`src/rtl/klotski_move_tile.sv`:
```
// klotski_move_tile: walks one numbered tile of the 4x4 puzzle to a
// destination cell, calling the zero mover to clear the cell ahead.
module klotski_move_tile #(
    parameter int MAX_STEPS  = 16,
    parameter int MZ_TIMEOUT = 1023
) (
    input  logic        i_clk,
    input  logic        i_rst_n,
    input  logic        i_start,
    input  logic [63:0] i_klotski,
    input  logic [15:0] i_mask,
    input  logic [3:0]  i_number,
    input  logic [3:0]  i_dest,
    output logic        o_mz_start,
    output logic [63:0] o_mz_klotski,
    output logic [15:0] o_mz_mask,
    output logic [3:0]  o_mz_target,
    output logic        o_mz_flag,
    output logic [3:0]  o_mz_num_pos,
    input  logic [63:0] i_mz_klotski,
    input  logic        i_mz_finished,
    output logic [63:0] o_klotski,
    output logic        o_finished,
    output logic        o_error
);

    localparam int SW = $clog2(MAX_STEPS + 1);
    localparam int TW = $clog2(MZ_TIMEOUT + 1);

    typedef enum logic [2:0] {
        S_IDLE, S_LOCATE, S_CHECK, S_PLAN,
        S_REQ, S_WAIT, S_SWAP, S_DONE
    } state_t;

    state_t        state_q, state_d;
    logic [63:0]   board_q, board_d;
    logic [15:0]   mask_q, mask_d;
    logic [3:0]    num_q, num_d;
    logic [3:0]    dest_q, dest_d;
    logic [3:0]    pos_q, pos_d;
    logic [3:0]    next_q, next_d;
    logic [SW-1:0] step_q, step_d;
    logic [TW-1:0] tmo_q, tmo_d;
    logic          err_q, err_d;

    logic          found;
    logic [3:0]    loc_pos;
    logic [1:0]    tr, tc, dr, dc, rstep, cstep;
    logic [3:0]    row_cell, col_cell, plan_cell;
    logic          plan_ok;
    logic [TW-1:0] tmo_inc;

    // Locate the tile; a later cell overrides an earlier one.
    always_comb begin
        found   = 1'b0;
        loc_pos = 4'd0;
        for (int k = 0; k < 16; k++) begin
            if (board_q[4*k +: 4] == num_q) begin
                found   = 1'b1;
                loc_pos = 4'(k);
            end
        end
    end

    // Pick the next cell: row first, column as detour around a lock.
    always_comb begin
        tr        = pos_q[3:2];
        tc        = pos_q[1:0];
        dr        = dest_q[3:2];
        dc        = dest_q[1:0];
        rstep     = (dr > tr) ? tr + 2'd1 : tr - 2'd1;
        cstep     = (dc > tc) ? tc + 2'd1 : tc - 2'd1;
        row_cell  = {rstep, tc};
        col_cell  = {tr, cstep};
        plan_ok   = 1'b0;
        plan_cell = 4'd0;
        if (tr != dr) begin
            if (!mask_q[row_cell]) begin
                plan_ok   = 1'b1;
                plan_cell = row_cell;
            end else if (tc != dc && !mask_q[col_cell]) begin
                plan_ok   = 1'b1;
                plan_cell = col_cell;
            end
        end else if (!mask_q[col_cell]) begin
            plan_ok   = 1'b1;
            plan_cell = col_cell;
        end
    end

    assign tmo_inc = tmo_q + 1'b1;

    // Next-state and datapath updates for the move sequence.
    always_comb begin
        state_d = state_q;
        board_d = board_q;
        mask_d  = mask_q;
        num_d   = num_q;
        dest_d  = dest_q;
        pos_d   = pos_q;
        next_d  = next_q;
        step_d  = step_q;
        tmo_d   = tmo_q;
        err_d   = err_q;
        unique case (state_q)
            S_IDLE: begin
                if (i_start) begin
                    board_d = i_klotski;
                    mask_d  = i_mask;
                    num_d   = i_number;
                    dest_d  = i_dest;
                    step_d  = '0;
                    err_d   = 1'b0;
                    state_d = S_LOCATE;
                end
            end
            S_LOCATE: begin
                if (found) begin
                    pos_d   = loc_pos;
                    state_d = S_CHECK;
                end else begin
                    err_d   = 1'b1;
                    state_d = S_DONE;
                end
            end
            S_CHECK: begin
                if (pos_q == dest_q) begin
                    err_d   = 1'b0;
                    state_d = S_DONE;
                end else if (step_q == SW'(MAX_STEPS)) begin
                    err_d   = 1'b1;
                    state_d = S_DONE;
                end else begin
                    state_d = S_PLAN;
                end
            end
            S_PLAN: begin
                if (!plan_ok) begin
                    err_d   = 1'b1;
                    state_d = S_DONE;
                end else begin
                    next_d = plan_cell;
                    if (board_q[{plan_cell, 2'b00} +: 4] == 4'h0)
                        state_d = S_SWAP;
                    else
                        state_d = S_REQ;
                end
            end
            S_REQ: begin
                tmo_d   = '0;
                state_d = S_WAIT;
            end
            S_WAIT: begin
                if (i_mz_finished) begin
                    board_d = i_mz_klotski;
                    state_d = S_SWAP;
                end else begin
                    tmo_d = tmo_inc;
                    if (tmo_inc == TW'(MZ_TIMEOUT)) begin
                        err_d   = 1'b1;
                        state_d = S_DONE;
                    end
                end
            end
            S_SWAP: begin
                if (board_q[{next_q, 2'b00} +: 4] != 4'h0) begin
                    err_d   = 1'b1;
                    state_d = S_DONE;
                end else begin
                    board_d[{next_q, 2'b00} +: 4] = num_q;
                    board_d[{pos_q, 2'b00} +: 4]  = 4'h0;
                    pos_d = next_q;
                    if (step_q != '1)
                        step_d = step_q + 1'b1;
                    state_d = S_CHECK;
                end
            end
            S_DONE: begin
                state_d = S_IDLE;
            end
            default: begin
                state_d = S_IDLE;
            end
        endcase
    end

    // State and datapath registers.
    always_ff @(posedge i_clk or negedge i_rst_n) begin
        if (!i_rst_n) begin
            state_q <= S_IDLE;
            board_q <= '0;
            mask_q  <= '0;
            num_q   <= '0;
            dest_q  <= '0;
            pos_q   <= '0;
            next_q  <= '0;
            step_q  <= '0;
            tmo_q   <= '0;
            err_q   <= 1'b0;
        end else begin
            state_q <= state_d;
            board_q <= board_d;
            mask_q  <= mask_d;
            num_q   <= num_d;
            dest_q  <= dest_d;
            pos_q   <= pos_d;
            next_q  <= next_d;
            step_q  <= step_d;
            tmo_q   <= tmo_d;
            err_q   <= err_d;
        end
    end

    logic mz_busy;
    assign mz_busy      = (state_q == S_REQ) || (state_q == S_WAIT);
    assign o_mz_start   = (state_q == S_REQ);
    assign o_mz_klotski = board_q;
    assign o_mz_mask    = mz_busy ? (mask_q | (16'h1 << pos_q)) : 16'h0;
    assign o_mz_target  = next_q;
    assign o_mz_flag    = 1'b0;
    assign o_mz_num_pos = pos_q;
    assign o_klotski    = board_q;
    assign o_finished   = (state_q == S_DONE);
    assign o_error      = o_finished & err_q;

endmodule

```
`config.mk`:
```
export PLATFORM = sky130hd
export DESIGN_NAME = klotski_move_tile
export DESIGN_NICKNAME = d
export VERILOG_FILES = /design/src/rtl/klotski_move_tile.sv
export SDC_FILE = /design/constraint.sdc
export NUM_CORES = 1
export LEC_CHECK = 0
export ABC_AREA = 1
export BUFFER_PORTS_ARGS = -buffer_cell sky130_fd_sc_hd__buf_4
export CORE_AREA = 5 5 177 111
export DETAILED_ROUTE_END_ITERATION = 6
export DIE_AREA = 0 0 182 116
export PLACE_DENSITY = 0.95
export RECOVER_POWER = 50
export SETUP_SLACK_MARGIN = 0.02
export SLEW_MARGIN = 10
export SYNTH_ARGS = -nofsm -noshare
export SYNTH_HDL_FRONTEND = slang
export SYNTH_SLANG_ARGS = --single-unit
```
`constraint.sdc`:
```
create_clock -name i_clk -period 4.2 [get_ports i_clk]
set_clock_uncertainty 0.15 [all_clocks]
set_input_delay 0.21 -clock i_clk [delete_from_list [all_inputs] [get_ports i_clk]]
set_output_delay 0.21 -clock i_clk [all_outputs]
set_load 0.02 [all_outputs]
```
; After elaboration in Yosys (flattened, before gate mapping)
; Index checks and enable logic that the tools add are counted.
[word_totals]
reg_bits = 115
output_inout_bits = 156
elab_cells = 171
[op_classes]
n_addsub = 8
order_cmp = 4
n_eq_ne = 41
shifts = 7
muxes = 80
n_bitwise = 2
n_reduce_logical = 19
[op_table]
columns = cell, n
row1 = $mux W64, 3
row2 = $pmux W64 S3, 1
row3 = $bwmux W64, 2
row4 = $shift A4 B8 Y64 const A, 2
row5 = $shiftx A64 B7 Y4, 2
row6 = $mux W4, 20
row7 = $eq A4 B4 Y1, 17
row8 = $shiftx A4 B8 Y64, 1
row9 = $shiftx A4 B8 Y64 const A, 1
row10 = $mux W1, 31
row11 = $pmux W3 S8, 1
row12 = $mux W3, 7
row13 = $ne A2 B2 Y1 const B, 10
row14 = $pmux W10 S2, 1
row15 = $mux W16, 1
row16 = $neg A6 Y8, 2
row17 = $or A16 B16 Y16, 1
row18 = $shl A1 B4 Y16 const A, 1
row19 = $mux W5, 3
row20 = $eq A3 B3 Y1 const B, 4
row21 = $add A10 B1 Y10 const B, 1
row22 = $eq A10 B10 Y1 const B, 1
row23 = $lt A4 B5 Y1 const B, 2
row24 = $mux W10, 1
row25 = other kinds (29), 45

; Depth between registers and ports, before layout
[depth]
ltp_word = 19
ltp_mapped = 24

; Least setup slack after synthesis
; Ideal clock, no wire load.
[synth_timing]
path_kind = register to register
startpoint = register pos_q[3], in the netlist o_mz_num_pos[3]
endpoint = register state_q[1]
setup_time_ns = 0.126
arrival_ns = 2.649
required_ns = 3.924
slack_ns = 1.275
stages_incl_launch_ff = 20
path_buffers = 1
synth_period_minus_slack_ns = 2.925
path_cell_list = dfrtp_1 > inv_1 > clkbuf_1 > ha_1 > nand2_1 > o21ai_0 > xor2_1 > o21bai_2 > nand2_2 > inv_2 > nor2_2 > nand2_2 > nand3_4 > nand2_1 > nand3_1 > nand2_1 > nand2_1 > nand3_2 > nand3_2 > a21oi_2
[synth_between]
elab_chain_cells = 12
word_cells_on_any_way = 26
classes_between = add/sub (2) / order compare (1) / eq/ne (2) / shift (1) / mux (17) / reduce/logical (3)
[synth_rtl]
columns = item, line
row1 = from (decl), 40  ; logic [3:0] pos_q, pos_d;
row2 = from (signal assigned), 206  ; pos_q <= pos_d;
row3 = branches (longest 11 deep; another with $sub A2 B1 Y2), -
row4 = $pmux W3 S8 *, 105  ; unique case (state_q)
row5 = to (signal assigned), 201  ; state_q <= state_d;
row6 = to (decl), 35  ; state_t state_q, state_d;
; Every way passes the cells marked *. The select of a mux whose other input is x is not followed.
; A chain may end at the register's enable or synchronous reset.

; Worst setup path after layout
[layout_timing]
startpoint = register next_q[1], in the netlist o_mz_target[1]
endpoint = register board_q[26], in the netlist o_klotski[26]
[layout_between]
elab_chain_cells = 6
word_cells_on_any_way = 11
classes_between = add/sub (1) / eq/ne (1) / shift (3) / mux (4) / reduce/logical (2)
[layout_rtl]
columns = item, line
row1 = from (decl), 41  ; logic [3:0] next_q, next_d;
row2 = from (signal assigned), 207  ; next_q <= next_d;
row3 = $neg A6 Y8, 170  ; board_d[{next_q, 2'b00} +: 4] = num_q;
row4 = $shiftx A4 B8 Y64 / $shift A4 B8 Y64 (equally long branches), 170
row5 = $bwmux W64, 170
row6 = $bwmux W64, 171  ; board_d[{pos_q, 2'b00} +: 4] = 4'h0;
row7 = $mux W64, 166  ; if (board_q[{next_q, 2'b00} +: 4] != 4'h0) begin
row8 = $pmux W64 S3, 105
row9 = to (signal assigned), 202  ; board_q <= board_d;
row10 = to (decl), 36  ; logic [63:0] board_q, board_d;
; Parallel ways exist; a longest one is shown, timed or not. The select of a mux whose other input is x is not followed.

==> summary.md <==
| Metric | Value |
|---|---|
| Max Buffers Root-to-Sink | `2` |
| Hold slack | `-3.80 ps` |
| Async set-reset flop share out of synthesis | `1.00` |
| Clock root buffer | `clkbuf_16` |
| Clock Pin Slew Worst Setup and Hold Paths | `roughly 60 ps` |
| Cell-internal power | `~5.4 mW` |
| Synthesized area | `0.00972 sq mm` |
| Antenna cells | `0` |
| Family with the most delay on the worst path | `buffers and inverters` |
| # H-tree levels | `4` |
| Status | `finished, violations left` |
| Hold WC Path Type | `in2reg` |
| Crit-path cells | `inv_1 -> ha_1 -> xnor2_1 -> inv_2 -> nand2_1 -> nor3_2 -> inv_1 -> o21ai_1 -> a21oi_1 -> a221o_1 -> dlygate4sd3_1 -> nand2_1 -> o21ai_1` |
| DRT antenna net count | `0` |
| Synth top area share | `0.296` |
| P_sw | `about 7.5 mW` |
| Vias per inst | `between 6 and 7` |
| Dpl hpwl | `around 30000 um` |
| Reg2Reg Depth | `13` |
| Commonest non-fill, non-tap cell in the layout | `nand2_1` |
| Max stage delay on crit path | `a little under 600 ps` |
| Share of cells above drive strength 1 | `0.166` |
| Core Region | `~0.018 sq mm` |
| Pre-Repair DR Iteration Count | `7` |
| First-pass GRT wire length | `62300 um` |
| Register area share after synthesis | `0.296` |
| Prevailing post-synth register cell | `dfrtp_1` |
| Die width | `about 180 um` |
| Drt drc | `2` |
| Port bufs | `310` |
| TritonCTS clock tree | `done` |
| Most used cells in the layout excluding fill and tap cells | `368 x nand2_1, 193 x buf_4, 135 x clkbuf_1, 134 x inv_1, 132 x o21ai_0` |
| DIE AREA | `approximately 0.021 sq mm` |
| # clock sinks | `approximately 120` |
| Fmax | `around 250 MHz` |
| Rel. slew slack | `-1.13` |
| TritonCTS Buffers | `17` |
| CP startpoint kind | `register` |
| Layout overhead on the synthesized area | `31.0%` |
| PwrDens | `roughly 1000 mW/mm^2` |
| Worst skew pair latency | `roughly 420 ps` |
| Register Area | `~0.0029 sq mm` |
| FILL cells | `approximately 1500` |
| Setup_tns | `0 ps` |
| Gpl congestion | `0.989` |
| Critical-path top delay cell | `dfrtp_1` |
| Critical Path RT | `4340 ps` |
| Syn_nets | `roughly 1600` |
| Vias | `~12000` |
| Final worst path period share | `0.936` |
| Max capacitance violation total | `1` |
| Fin nets | `roughly 1900` |
| Logic gate share of total power | `0.689` |
| Max-slew violations | `55` |
| Maximum VDD drop | `0.483 mV` |
| Worst Hold Depth | `4` |
| Tot Pwr | `12.9 mW` |
| Register bit count reported by yosys | `roughly 120` |
| Leak Pwr | `approximately 6.0 nW` |
| Final hold violations | `1` |
| Least-Margin Pin Slew | `~3200 ps` |
| Fin crit period | `between 3000 and 4000 ps` |
| WL final | `approximately 41000 um` |
| Failing checks | `DRC, hold timing, capacitance limit, slew limit` |
| Vias in the first global route | `11300` |
| Warnings, synthesis | `0` |
| Multi-input gate area | `0.00551 sq mm` |
| Net Sw Frac | `0.583` |
| Post-synth EDFFs | `0` |
| Post-DP Area | `approximately 0.012 sq mm` |
| Initial antenna violation count | `0` |
| # rows | `38` |
| Wire per inst | `around 21 um` |
| Chip height | `116 um` |
| Pin count of the biggest net entering global routing | `78` |
| First DRT Iteration DRCs | `roughly 1600` |
| Worst-path fanout max | `16` |
| Synth Instances | `1405` |
| CP Depth | `13` |
| Crit path kind | `reg2reg` |
| WP buf/inv | `4` |
| Final setup violation count | `0` |
| Synth cell types | `51` |
| Top Ports | `between 300 and 400` |
| Flop pwr share | `0.196` |
| GR Util All Layers | `0.373` |
| Top post-synthesis cells by area | `dfrtp_1 30%, nand2_1 14%, o21ai_0 6.8%` |
| CP Capture Type | `register` |
| Initial Utilization | `0.548` |
| Clock Power Share | `0.115` |
| Mean Syn Cell Area | `~6.9 sq um` |
| Post-route design area | `0.0127 sq mm` |
| Arrival time worst endpoint | `around 4000 ps` |
| Gr ovfl total | `0` |
| RSZ-0062 raised after global routing | `no` |
| Setup bufs post-CTS | `0` |
| Synth area leader | `dfrtp_1` |
## power by group through the flow
stage	Combinational, mW	Sequential [mW]	Clock, mW
after global routing	9.57	2.57	1.52
after floorplan	6.04	2.55	0
final	8.88	2.52	1.48
after CTS	9.06	2.49	1.46
after global placement	8.63	2.47	0
after detailed placement	8.78	2.50	0
## sequential cells by signal, summed over array words and instances, names as in the netlist
signal        cells
dest_q            4
err_q             1
mask_q           16
num_q             4
o_klotski        64
o_mz_num_pos      4
o_mz_target       4
state_q           3
step_q            5
tmo_q            10
## metal layers
layer | GRT usage | up-vias | share of wire
li1 | - | 5283 | -
met1 | 0.516 | 5484 | 0.40
met2 | 0.578 | 990 | 0.43
met3 | 0.106 | 126 | 0.14
met4 | 0.104 | 0 | 0.027
met5 | 0 | - | 0
## synth_stat cells (2+ instances only)
cell and n:
nand2_1 368, inv_1 136, o21ai_0 132, dfrtp_1 115, nor2_1 89, buf_4 73, nand3_1 61, xnor2_1 55
a21oi_1 49, nand4_1 39, o211ai_1 29, buf_2 21, clkbuf_1 20, ha_1 19, xor2_1 18, a221o_1 17
nor4_1 15, inv_2 14, nor3_1 14, nand2_2 13, o21ai_1 13, o22ai_1 11, nand3_2 10, o21a_1 9
a22o_1 8, a31oi_1 8, a221oi_1 6, nor2_2 6, buf_6 4, a22oi_1 3, or2_2 3, a21o_1 2
a21oi_2 2, a32o_1 2, nor2_4 2, nor3_2 2, nor3b_1 2, o2111ai_1 2
## layout make-up
cell class,instances,area share
Clock buffer,17,0.0334
Clock inverter,15,0.0125
Inverter,151,0.0447
Multi-Input combinational cell,1021,0.433
Sequential cell,115,0.226
Tap cell,240,0.0236
Timing Repair Buffer,421,0.227
## what timing repair did
item | 4_1_cts | 5_1_grt
endpoints found under the setup margin | 0 | 3
hold endpoints to repair | 115 | 0
resized for setup | 0 | 2
hold buffers | 91 | 0
## through the flow
| stage | worst slack (ps) | cells | util | hold slack [ps] |
|---|---|---|---|---|
| after floorplan | 1280 | 1405 | - | -236 |
| after global placement | 829 | 1857 | 0.662 | 161 |
| after detailed placement | 808 | 1857 | 0.662 | 176 |
| after CTS | 231 | 1980 | 0.747 | 1.44 |
| after global routing | 38.0 | 1980 | 0.718 | 9.43 |
| final | 270 | 1980 | 0.718 | -3.80 |
## cells by family (layout without fill, tap and decap cells)
group           after synthesis  after routing  synth area share
compound gates              299            299             0.188
xor+xnor                     73             73            0.0658
flops                       115            115             0.296
fa+ha+maj                    19             19            0.0245
buf+inv                     269            604             0.138
simple gates                629            629             0.287
other cells                   1              1          0.000386
## worst reg2reg max path, cell delays in order, from the launching register on
cell and delay (ps):
dfrtp_1 590, inv_1 170, ha_1 250, xnor2_1 220, inv_2 330, nand2_1 330
nor3_2 390, inv_1 160, o21ai_1 170, a21oi_1 80, a221o_1 270, dlygate4sd3_1 570
nand2_1 80, o21ai_1 60
## final timing paths
| path | to | slack, ps | from |
|---|---|---|---|
| min in group asynchronous | tmo_q[6] | 1270 | i_rst_n |
| hold / removal | o_klotski[55] | -4 | i_mz_klotski[55] |
| setup reg to reg | o_klotski[26] | 270 | o_mz_target[1] |
| hold reg to reg | dest_q[3] | 370 | dest_q[3] |
| setup / recovery | o_klotski[26] | 270 | o_mz_target[1] |
| max in group asynchronous | o_klotski[39] | 660 | i_rst_n |
No activity file was read; power rests on OpenSTA's default activity.
